File: src/rtl/cla_seq_adder.sv
// cla_seq_adder: nibble-serial WIDTH-bit adder on one cla4bit slice; ports clk, rst, start, in0, in1, cin -> busy, done, sum, cout
module cla4bit (
  input  logic [3:0] in0,
  input  logic [3:0] in1,
  input  logic       cin,
  output logic [3:0] sum,
  output logic       cout
);
  logic [3:0] g, p;
  logic [3:1] c;
  assign g = in0 & in1;
  assign p = in0 ^ in1;
  assign c[1] = g[0] | (p[0] & cin);
  assign c[2] = g[1] | (p[1] & g[0]) | (p[1] & p[0] & cin);
  assign c[3] = g[2] | (p[2] & g[1]) | (p[2] & p[1] & g[0]) | (p[2] & p[1] & p[0] & cin);
  assign cout = g[3] | (p[3] & g[2]) | (p[3] & p[2] & g[1]) | (p[3] & p[2] & p[1] & g[0])
              | (p[3] & p[2] & p[1] & p[0] & cin);
  assign sum = p ^ {c, cin};
endmodule

module cla_seq_adder #(
  parameter int WIDTH = 16
) (
  input  logic             clk,
  input  logic             rst,
  input  logic             start,
  input  logic [WIDTH-1:0] in0,
  input  logic [WIDTH-1:0] in1,
  input  logic             cin,
  output logic             busy,
  output logic             done,
  output logic [WIDTH-1:0] sum,
  output logic             cout
);
  localparam int NIB = WIDTH / 4;
  localparam int IW = NIB > 1 ? $clog2(NIB) : 1;
  typedef enum logic [1:0] {IDLE, RUN, DONE} state_t;
  state_t state;
  logic [NIB-1:0][3:0] op_a, op_b, res;
  logic [IW-1:0] idx;
  logic carry, s_cout;
  logic [3:0] s_sum;
  cla4bit u_slice (
    .in0 (op_a[idx]),
    .in1 (op_b[idx]),
    .cin (carry),
    .sum (s_sum),
    .cout(s_cout)
  );
  assign busy = state == RUN;
  assign done = state == DONE;
  assign sum = res;
  always_ff @(posedge clk or posedge rst) begin
    if (rst) begin
      state <= IDLE;
      op_a <= '0;
      op_b <= '0;
      res <= '0;
      carry <= 1'b0;
      cout <= 1'b0;
      idx <= '0;
    end else if (state != RUN) begin
      if (start) begin
        op_a <= in0;
        op_b <= in1;
        carry <= cin;
        res <= '0;
        cout <= 1'b0;
        idx <= '0;
        state <= RUN;
      end else begin
        state <= IDLE;
      end
    end else begin
      res[idx] <= s_sum;
      carry <= s_cout;
      if (idx == IW'(NIB - 1)) begin
        cout <= s_cout;
        state <= DONE;
      end else begin
        idx <= idx + 1'b1;
      end
    end
  end
endmodule

File: config.mk
export PLATFORM = sky130hd
export DESIGN_NAME = cla_seq_adder
export DESIGN_NICKNAME = d
export VERILOG_FILES = /design/src/rtl/cla_seq_adder.sv
export SDC_FILE = /design/constraint.sdc
export NUM_CORES = 1
export LEC_CHECK = 0
export ABC_AREA = 1
export ABC_CLOCK_PERIOD_IN_PS = 3800
export BUFFER_PORTS_ARGS = -buffer_cell sky130_fd_sc_hd__buf_2
export CORE_ASPECT_RATIO = 0.5
export CORE_UTILIZATION = 35
export CTS_BUF_LIST = sky130_fd_sc_hd__clkbuf_8
export DETAILED_ROUTE_END_ITERATION = 8
export HOLD_SLACK_MARGIN = 0.03
export SLEW_MARGIN = 5
export SYNTH_ARGS = -nofsm -noshare
export SYNTH_HDL_FRONTEND = slang
export SYNTH_SLANG_ARGS = --single-unit
File: constraint.sdc
create_clock -name clk -period 3.8 [get_ports clk]
set_input_delay 0.76 -clock clk [delete_from_list [all_inputs] [get_ports clk]]
set_output_delay 0.76 -clock clk [all_outputs]
set_load 0.005 [all_outputs]
======== Word level (Yosys, flattened, before mapping) ========
Index checks and enable logic that the tools add are counted.
word-level totals
  bits in registers ....................... 54
  bits in latches ......................... 0
  RAM bits ................................ 0
  ROM bits ................................ 0
  input bits .............................. 36
  output and inout bits ................... 19
  logic and storage cells ................. 79
  memories ................................ 0
operators by class
  add/sub/neg operators ................... 1
  $mul .................................... 0
  divide/modulo/power cells ............... 0
  magnitude comparators ................... 2
  eq/ne operators ......................... 6
  shift operators ......................... 0
  mux-type cells .......................... 20
  bitwise logic cells ..................... 29
  reductions and logical operators ........ 5
operators by type and width
  kind                   count
  $mux W16               2
  $and A1 B1 Y1          16
  $bmux W4 S2            2
  $bwmux W16             1
  $mux W4                3
  $mux W2                5
  $or A1 B1 Y1           10
  $demux W4 S2           1
  $xor A4 B4 Y4          2
  $mux W1                6
  $reduce_and A2 Y1      3
  $and A4 B4 Y4          1
  $eq A2 B2 Y1 const B   2
  $ne A2 B2 Y1 const B   2
  $lt A2 B3 Y1 const B   1
  $add A2 B1 Y2 const B  1
  $eq A2 B1 Y1 const B   1
  $ge A2 B1 Y1 const B   1
  $ne A2 B1 Y1 const B   1
  $reduce_bool A2 Y1     1
  $logic_and A1 B1 Y1    1

======== Depth between registers and ports, before layout ========
Gate-level depths: netlist of the first run.
  word-level depth ........................ 10
  gate-level depth with buffers ........... 13
  mapped depth without buffers ............ 11

======== Cells and area by module ========
A second synthesis of the first run with hierarchy kept.
second synthesis, totals
  cells, all modules ...................... 372
  area total of the unflattened synthesis .. 2845.2 sq um
by module, submodules not included
  module         instances  cells an instance  area an instance (sq um)  seq. area each (sq um)
  cla_seq_adder  1          341                2656.3                    1351.3
  cla4bit        1          31                 188.9                     0.0

======== Least setup slack after synthesis of the first run ========
OpenSTA, ideal clock, no wires.
  path kind ............................... reg-to-reg
  from .................................... register idx[0]
  to ...................................... register res (netlist bit sum[14])
  library setup time ...................... 117 ps
  arrival ................................. 1789 ps
  required time ........................... 3683 ps
  slack ................................... 1893 ps
  cell stages (with the launch flop) ...... 13
  buffers on the path ..................... 2
  clock period less this slack ............ 1907 ps
  cell sequence ........................... dfrtp_1 -> buf_6 -> inv_2 -> buf_4 -> nor2_1 -> o22ai_1 -> ha_1 -> nand3_1 -> nand2_1 -> inv_2 -> nand3_2 -> nand3_1 -> nand2_1
between the ends
  cells in the longest elaborated chain, start to end .. 9
  elaborated cells between the ends (all ways) .. 19
  classes of those cells .................. order compare (2); mux (8); bitwise (8); reduce/logical (1)
ends and longest elaborated chain
  what                                                   RTL line  text
  start, declared                                        40        logic [IW-1:0] idx;
  start signal, assigned                                 81        idx <= idx + 1'b1;
  $bmux W4 S2 (on tied branches)                         44, 45
  $mux W4 (on tied branches)                             44, 45
  $xor A4 B4 Y4 / $and A4 B4 Y4 (equally long branches)  12, 11
  $and A1 B1 Y1                                          14        assign c[2] = g[1] | (p[1] & g[0]) | (p[1] & p[0] & cin);
  $or A1 B1 Y1 / $and A1 B1 Y1 (equally long branches)   14
  $or A1 B1 Y1                                           14
  $xor A4 B4 Y4                                          18        assign sum = p ^ {c, cin};
  $bwmux W16 *                                           75        res[idx] <= s_sum;
  $mux W16 *                                             62        end else if (state != RUN) begin
  end signal, assigned by index                          75
  end, declared                                          39        logic [NIB-1:0][3:0] op_a, op_b, res;
Mark *: on every way between the ends. The rest lies on a longest branch, timed or not. The select of a mux whose other input is x is not followed.
A chain may end at the register's enable or synchronous reset.

======== Worst setup path in the final report of the first run ========
  from .................................... register idx[0]
  to ...................................... register res (netlist bit sum[5])
between the ends
  cells in the longest elaborated chain, start to end .. 8
  elaborated cells between the ends (all ways) .. 16
  classes of those cells .................. order compare (2); mux (8); bitwise (5); reduce/logical (1)
ends and longest elaborated chain
  what                            RTL line  text
  $bmux W4 S2 (on tied branches)  44, 45
  $mux W4 (on tied branches)      44, 45
  $xor A4 B4 Y4                   12        assign p = in0 ^ in1;
  $and A1 B1 Y1                   13        assign c[1] = g[0] | (p[0] & cin);
  $or A1 B1 Y1                    13
  $xor A4 B4 Y4                   18
  $bwmux W16 *                    75
  $mux W16 *                      62
Marked as above.

==> results_dict.tcl, run 1 <==
set metrics [dict create \
    outcome "finished, violations left" \
    violations "DRC" \
    avgSynthCellArea_sq_um 8.22 \
    crit_required_ns 3.97 \
    ir_drop_v 0.000352 \
    synth_area_leader_cell "dfrtp_1" \
    diodes 0 \
    r2r_cells 6 \
    grt_overflow 0 \
    drc_errors 6 \
    layout_commonest_cell "nand2_1" \
    io_buffers 54 \
    cap_viol_max_count 0 \
    whs_path_depth 2 \
    mostFrequentLayoutCells "139 x nand2_1, 54 x dfrtp_1, 54 x buf_2" \
    slew_violations 0 \
    grt_use_total 0.154 \
    die_h_um 63.6 \
    grt_pass1_vias 2086 \
    cts_setup_buffers 0 \
    cts-root-buf "clkbuf_8" \
    path_clk_slew_ns 0.09 \
    tightest_slew_ns 0.927 \
    clock_latency_ns 0.30 \
    drtPass1Iterations 6 \
    yosysSeqAreaShare 0.509 \
    hold_buffers 0 \
    cpMaxStageDelayCell "dfrtp_1" \
    cts_tree "yes" \
    drive_gt1_frac 0.232 \
    synth_cell_types 26 \
    startpoint_type "flop" \
    hp-class "flop to flop" \
    drt_iter0_markers 108 \
    drtAntennaViolNets 0 \
    rows 22 \
    wl_per_cell_um 12.0 \
    relSlewSlack 0.381 \
    finalCritPeriodShare 0.645 \
    fmax_mhz 408 \
    postCtsResizedCells 0 \
    p_per_area_mw_per_mm2 953 \
    finalWeightedCongestion 0.879 \
    fin_crit_ns 2.45 \
    critPathTopFamily "flip-flops" \
    leakage_nw 1.71 \
    yosysTopAreaCellShare 0.509 \
    finalSetupViolations 0 \
    hold_viol_final 0 \
    numCtsBuffers 5 \
    grt_pass1_wl_um 9780 \
    grt_antenna_before_repair 0 \
    cpPeakStageDelay_ns 0.72 \
    syn-instance-count 323 \
    path_buf_inv 1 \
    hpwl_um 4130 \
    worstPathCellList "inv_2 -> o21ai_0 -> o22ai_1 -> fa_1 -> xnor2_1 -> o21ai_0" \
    syn2layout_area_growth_pct 14.4 \
    path_depth 6 \
    syn-cell-area_sq_mm 0.00266 \
    core_area_sq_mm 0.00732 \
    synth_warnings 0 \
    tns_ns 0 \
    arrival_ns 2.62 \
    die_area_sq_mm 0.00796 \
    dieWidth_um 125 \
    routed_via_density 4.48 \
    design.portCount 55 \
    syn_nets 369 \
    fin_worst_skew_ns 0.00498 \
    rsz0062_at_grt "false" \
    cp_max_fo 21 \
    path_common_cell "o21ai_0" \
    clk_path_buf_depth 2 \
    start_util 0.363 \
    cts.sinks 54 \
    critPathCaptureType "flop" \
    htree_levels 2 \
    num_vias 2110 \
    nets 421 \
    setup_slack_ns 1.35 \
    critPathKind "flop to flop" \
    ys_seq_elements 54 \
    grt_max_degree 47 \
    synthTopCellsByArea "dfrtp_1 51%, nand2_1 20%, o21ai_0 4.9%, ha_1 4.2%, nor2_1 2.7%" \
    drt-total-wl_um 5630 \
    dp_slack_ns 1.38 \
]
-- tightest hold or removal path: stages (launching register included) --
cell,delay [ns]
dfrtp_1,0.35
nand2_1,0.05
nand2_1,0.05
-- power breakdown --
group	total (mW)	leakage, nW	internal (mW)	switching [mW]
logic	1.58	0.979	0.559	1.02
clock network	0.294	0.0466	0.122	0.172
registers	1.02	0.683	0.831	0.186
total	2.89	1.71	1.51	1.38
-- synthesized netlist by cell type (all sizes together) --
master / n
nand3: 13
nor2: 21
o21ai: 28
dfrtp: 54
o22ai: 8
nand2: 150
fa: 1
clkinv: 2
xnor2: 1
a21oi: 1
nand4: 1
inv: 23
nor3: 1
ha: 9
buf: 10
-- cell families (layout without fill, tap and decap cells) --
| logic type | Yosys count | after routing | share of synthesized area |
|---|---|---|---|
| flip-flops | 54 | 54 | 0.509 |
| XOR/XNOR | 1 | 1 | 0.00330 |
| AND/OR/NAND/NOR | 186 | 186 | 0.290 |
| buffers and inverters | 35 | 87 | 0.0712 |
| adder cells (fa/ha/maj) | 10 | 10 | 0.0500 |
| AO/OA/AOI/OAI | 37 | 37 | 0.0763 |
-- through the flow --
| stage | cells | utilization | instance area, sq um | hold slack [ns] | total power, mW |
|---|---|---|---|---|---|
| after floorplan | 323 | - | 2660 | 0.444 | 2.23 |
| after global placement | 464 | 0.404 | 2960 | 0.463 | 2.60 |
| after detailed placement | 464 | 0.404 | 2960 | 0.463 | 2.62 |
| after CTS | 471 | 0.415 | 3040 | 0.487 | 2.92 |
| after global routing | 471 | 0.415 | 3040 | 0.509 | 3.21 |
| final | 471 | 0.415 | 3040 | 0.482 | 2.89 |
-- registers in the layout, summed over array words and instances (netlist names) --
signal and cells:
state 2, op_a 16, carry 1, sum 16, cout 1, idx 2, op_b 16
-- layout make-up --
| cell class | instances | area (sq um) |
|---|---|---|
| Timing Repair Buffer | 55 | 278 |
| Clock buffer | 5 | 68.8 |
| Inverter | 25 | 96.3 |
| Clock inverter | 2 | 7.51 |
| Fill cell | 780 | 4290 |
| Sequential cell | 54 | 1350 |
| Multi-Input combinational cell | 234 | 1110 |
| Tap cell | 96 | 120 |
-- path summary, 6_finish.rpt --
path,startpoint,slack [ns],endpoint
setup / recovery,idx[0],1.35,sum[5]
hold / removal,op_a[7],0.48,op_a[7]
setup reg to reg,idx[0],1.35,sum[5]
hold reg to reg,op_a[7],0.48,op_a[7]
max in group asynchronous,rst,2.46,op_b[15]
min in group asynchronous,rst,0.66,state[1]
-- per-layer routing --
metal / part of all wire / global-route usage / vias up
li1: - / - / 1117
met1: 0.55 / 0.223 / 954
met2: 0.41 / 0.233 / 35
met3: 0.034 / 0.0306 / 4
met4: 0.0060 / 0.0412 / 0
met5: 0 / 0 / -
Power figures use the tool's default switching activity.
==> run 2: changes to the inputs <==
- ABC_CLOCK_PERIOD_IN_PS: 3800 -> 2200
- clock period: 3.8 -> 2.2 ns (I/O delays scaled with it)
==> results_dict.tcl, run 2 (synthesis gave the netlist of run 1 again) <==
set metrics [dict create \
    outcome "finished, violations left" \
    violations "DRC" \
    ir_drop_v 0.000555 \
    path_clk_slew_ns 0.09 \
    wl_per_cell_um 11.7 \
    hold_buffers 0 \
    placed_cells 468 \
    leakage_nw 1.74 \
    seqCellArea_sq_mm 0.00135 \
    finalPower_mw 5.10 \
    grt_max_degree 33 \
    cts_tree "yes" \
    arrival_ns 2.18 \
    hold_viol_final 0 \
    start_util 0.363 \
    finalCritPeriodShare 0.905 \
    drc_errors 6 \
    p_per_area_mw_per_mm2 1650 \
    drt-total-wl_um 5540 \
    fin_crit_ns 1.99 \
    setup_slack_ns 0.210 \
    finalNonFillerCells 475 \
    slew_violations 0 \
    io_buffers 54 \
    die_h_um 63.6 \
    design.portCount 55 \
    relSlewSlack 0.680 \
    routed_via_density 4.52 \
    clock_latency_ns 0.30 \
    cap_viol_max_count 0 \
    core_area_sq_mm 0.00732 \
    numCtsBuffers 5 \
    postCtsResizedCells 0 \
    critPathKind "flop to flop" \
    multi_input_area_sq_mm 0.00113 \
    cts-root-buf "clkbuf_8" \
    diodes 0 \
    num_vias 2147 \
    cp_max_fo 11 \
    rows 22 \
    cts.sinks 54 \
    drtAntennaViolNets 0 \
    crit_required_ns 2.39 \
    finalSetupViolations 0 \
    rsz0062_at_grt "false" \
    clk_path_buf_depth 2 \
    placed_area_sq_mm 0.00299 \
    final_area_sq_mm 0.00309 \
    die_area_sq_mm 0.00796 \
    nets 425 \
    hp-class "primary input to async pin" \
    post-route-util 0.422 \
    dp_slack_ns 0.0968 \
    grt_pass1_vias 2112 \
    r2r_setup_slack_ns 0.21 \
    drt_iter0_markers 117 \
    grt_antenna_before_repair 0 \
    startpoint_type "flop" \
    tns_ns 0 \
    tightest_slew_ns 0.479 \
    mostFrequentLayoutCells "139 x nand2_1, 54 x dfrtp_1, 54 x buf_2" \
    hold_slack_ns 0.109 \
    layout_commonest_cell "nand2_1" \
    nFillCells 761 \
    cts_setup_buffers 0 \
    grt_pass1_wl_um 9630 \
    finalWeightedCongestion 0.824 \
    grt_use_total 0.153 \
    htree_levels 2 \
    hpwl_um 4150 \
    critPathCaptureType "flop" \
    dieWidth_um 125 \
    drtPass1Iterations 7 \
    drive_gt1_frac 0.248 \
    grt_overflow 0 \
    fin_worst_skew_ns 0.00281 \
    syn2layout_area_growth_pct 16.3 \
    fmax_mhz 502 \
]
run 2: changes by cell type in the layout (fill, tap and decap cells not counted), sizes merged:
cell  change
buf       +4
run 2: cell type report:
type / instances / area share
clock inverters: 2 / 0.00243
well taps: 96 / 0.0389
inverters: 25 / 0.0312
flip-flops and latches: 54 / 0.438
repair buffers: 59 / 0.0997
multi-input cells: 234 / 0.368
clock buffers: 5 / 0.0223
run 2: power breakdown:
group	switching, mW	internal [mW]
Combinational	1.88	1.04
Sequential	0.238	1.44
Clock	0.292	0.211
Total	2.41	2.69
run 2: path summary, 6_finish.rpt:
check                         start       end  cells after the start
max                          idx[1]    sum[6]                     11
min                             rst     carry                      2
max reg2reg                  idx[1]    sum[6]                     11
min reg2reg                op_b[10]  op_b[10]                      2
max in group asynchronous       rst  op_b[13]                      3
min in group clk             in0[0]   op_a[0]                      3
run 2: layer usage:
metal	track usage	part of all wire
met5	0	0
met4	0.0335	0.0025
met3	0.0357	0.041
met2	0.247	0.44
met1	0.208	0.52
run 2: worst max-delay path: stages (launching register included):
cell and delay (ns):
dfrtp_1 0.35, clkinv_1 0.27, o21ai_0 0.17, o22ai_1 0.10, ha_1 0.45, nand3_1 0.14, nand2_1 0.09, inv_2 0.05
nand2_2 0.05, nand2_2 0.08, nand3_1 0.09, nand2_1 0.05
==> run 3: changes to the inputs <==
- MAX_ROUTING_LAYER: not set -> met4
==> results_dict.tcl, run 3 (synthesis gave the netlist of run 1 again) <==
set metrics [dict create \
    fmax_mhz 502 \
    htree_levels 2 \
    drt_iter0_markers 130 \
    drtPass1Iterations 7 \
    die_area_sq_mm 0.00796 \
    crit_start "idx[1]" \
    num_vias 2148 \
    worstPathCellList "clkinv_1 -> o21ai_0 -> o22ai_1 -> ha_1 -> nand3_1 -> nand2_1 -> inv_2 -> nand2_2 -> nand2_2 -> nand3_1 -> nand2_1" \
    outcome "finished, violations left" \
    io_buffers 54 \
    finalCritPeriodShare 0.905 \
    drive_gt1_frac 0.248 \
    met3_length_um 226 \
    wl_per_cell_um 11.7 \
    cpMaxStageDelayCell "ha_1" \
    fin_crit_ns 1.99 \
    worstReg2RegEnd "sum[6]" \
    critPathKind "flop to flop" \
    grt_pass1_vias 2113 \
    met1_length_um 2890 \
    cap_viol_max_count 0 \
    hold_viol_final 0 \
    start_util 0.363 \
    hold_buffers 0 \
    slew_violations 0 \
    routed_via_density 4.52 \
    path_buf_inv 2 \
    drtAntennaViolNets 0 \
    post-route-util 0.422 \
    ir_drop_v 0.000556 \
    p_per_area_mw_per_mm2 1650 \
    cp_max_fo 11 \
    design.portCount 55 \
    mostFrequentLayoutCells "139 x nand2_1, 54 x dfrtp_1, 54 x buf_2" \
    endpoint "sum[6]" \
    hpwl_um 4150 \
    tns_ns 0 \
    relSlewSlack 0.681 \
    clock_latency_ns 0.30 \
    diodes 0 \
    startpoint_type "flop" \
    rsz0062_at_grt "false" \
    grt_antenna_before_repair 0 \
    reg2reg_from "idx[1]" \
    cts_setup_buffers 0 \
    cts_tree "yes" \
    critPathCaptureType "flop" \
    grt_overflow 0 \
    grt_use_total 0.157 \
    arrival_ns 2.19 \
    finalSetupViolations 0 \
    top_layer "met4" \
    clk_path_buf_depth 2 \
    cts-root-buf "clkbuf_8" \
    tightest_slew_ns 0.478 \
    r2r_cells 11 \
    drt-total-wl_um 5550 \
    wl_met2_um 2420 \
    layout_commonest_cell "nand2_1" \
    crit_required_ns 2.39 \
    setup_slack_ns 0.208 \
    cpPeakStageDelay_ns 0.45 \
    finalWeightedCongestion 0.836 \
    critPathTopFamily "simple AND/OR/NAND/NOR gates" \
    dp_slack_ns 0.0968 \
    numCtsBuffers 5 \
    syn2layout_area_growth_pct 16.3 \
    path_clk_slew_ns 0.09 \
    fin_worst_skew_ns 0.00285 \
    hp-class "primary input to async pin" \
    grt_pass1_wl_um 9620 \
    placed_cells 468 \
    rows 22 \
    grt_max_degree 33 \
    cts.sinks 54 \
    drc_errors 6 \
    core_area_sq_mm 0.00732 \
    r2r_setup_slack_ns 0.21 \
    nets 425 \
    leakage_nw 1.74 \
    finalNonFillerCells 475 \
    finalPower_mw 5.11 \
    violations "DRC" \
    die_h_um 63.6 \
    dieWidth_um 125 \
    path_depth 11 \
]
[run 3: cell counts in the layout (fill, tap and decap cells not counted)]
Identical to the previous run, type by type.
[run 3: worst min-delay path by stage]
| stage | slack (ns) | endpoint |
|---|---|---|
| after global routing | 0.14 | sum[15] |
| after global placement | 0.45 | carry |
| after floorplan | 0.44 | op_a[10] |
| final | 0.11 | carry |
| after CTS | 0.12 | carry |
| after detailed placement | 0.44 | carry |
[run 3: layout make-up]
| class | count | area [sq um] |
|---|---|---|
| Sequential cell | 54 | 1350 |
| Multi-Input combinational cell | 234 | 1130 |
| Tap cell | 96 | 120 |
| Timing Repair Buffer | 59 | 308 |
| Inverter | 25 | 96.3 |
| Clock inverter | 2 | 7.51 |
| Clock buffer | 5 | 68.8 |
| Fill cell | 761 | 4240 |
[run 3: metal layers]
metal | vias to the layer above | track usage
met5 | - | -
li1 | 1118 | -
met3 | 3 | 0.0357
met1 | 985 | 0.208
met2 | 42 | 0.247
met4 | 0 | 0.0335
[run 3: through the flow]
| step | hold WS, ns | cell area, sq um |
|---|---|---|
| global placement | 0.445 | 2990 |
| CTS | 0.119 | 3070 |
| detailed placement | 0.445 | 2990 |
| global route | 0.143 | 3090 |
| finish | 0.108 | 3090 |
| floorplan | 0.444 | 2660 |
[run 3: what timing repair did]
item,4_1_cts,5_1_grt
gates resized for setup,0,3
endpoints found under the setup margin,0,8
endpoints found under the hold margin,0,0
[run 3: power breakdown]
| part | switching, mW | leakage (nW) | total [mW] | internal (mW) |
|---|---|---|---|---|
| registers | 0.238 | 0.683 | 1.67 | 1.44 |
| clock network | 0.292 | 0.0466 | 0.503 | 0.211 |
| logic | 1.89 | 1.01 | 2.93 | 1.04 |
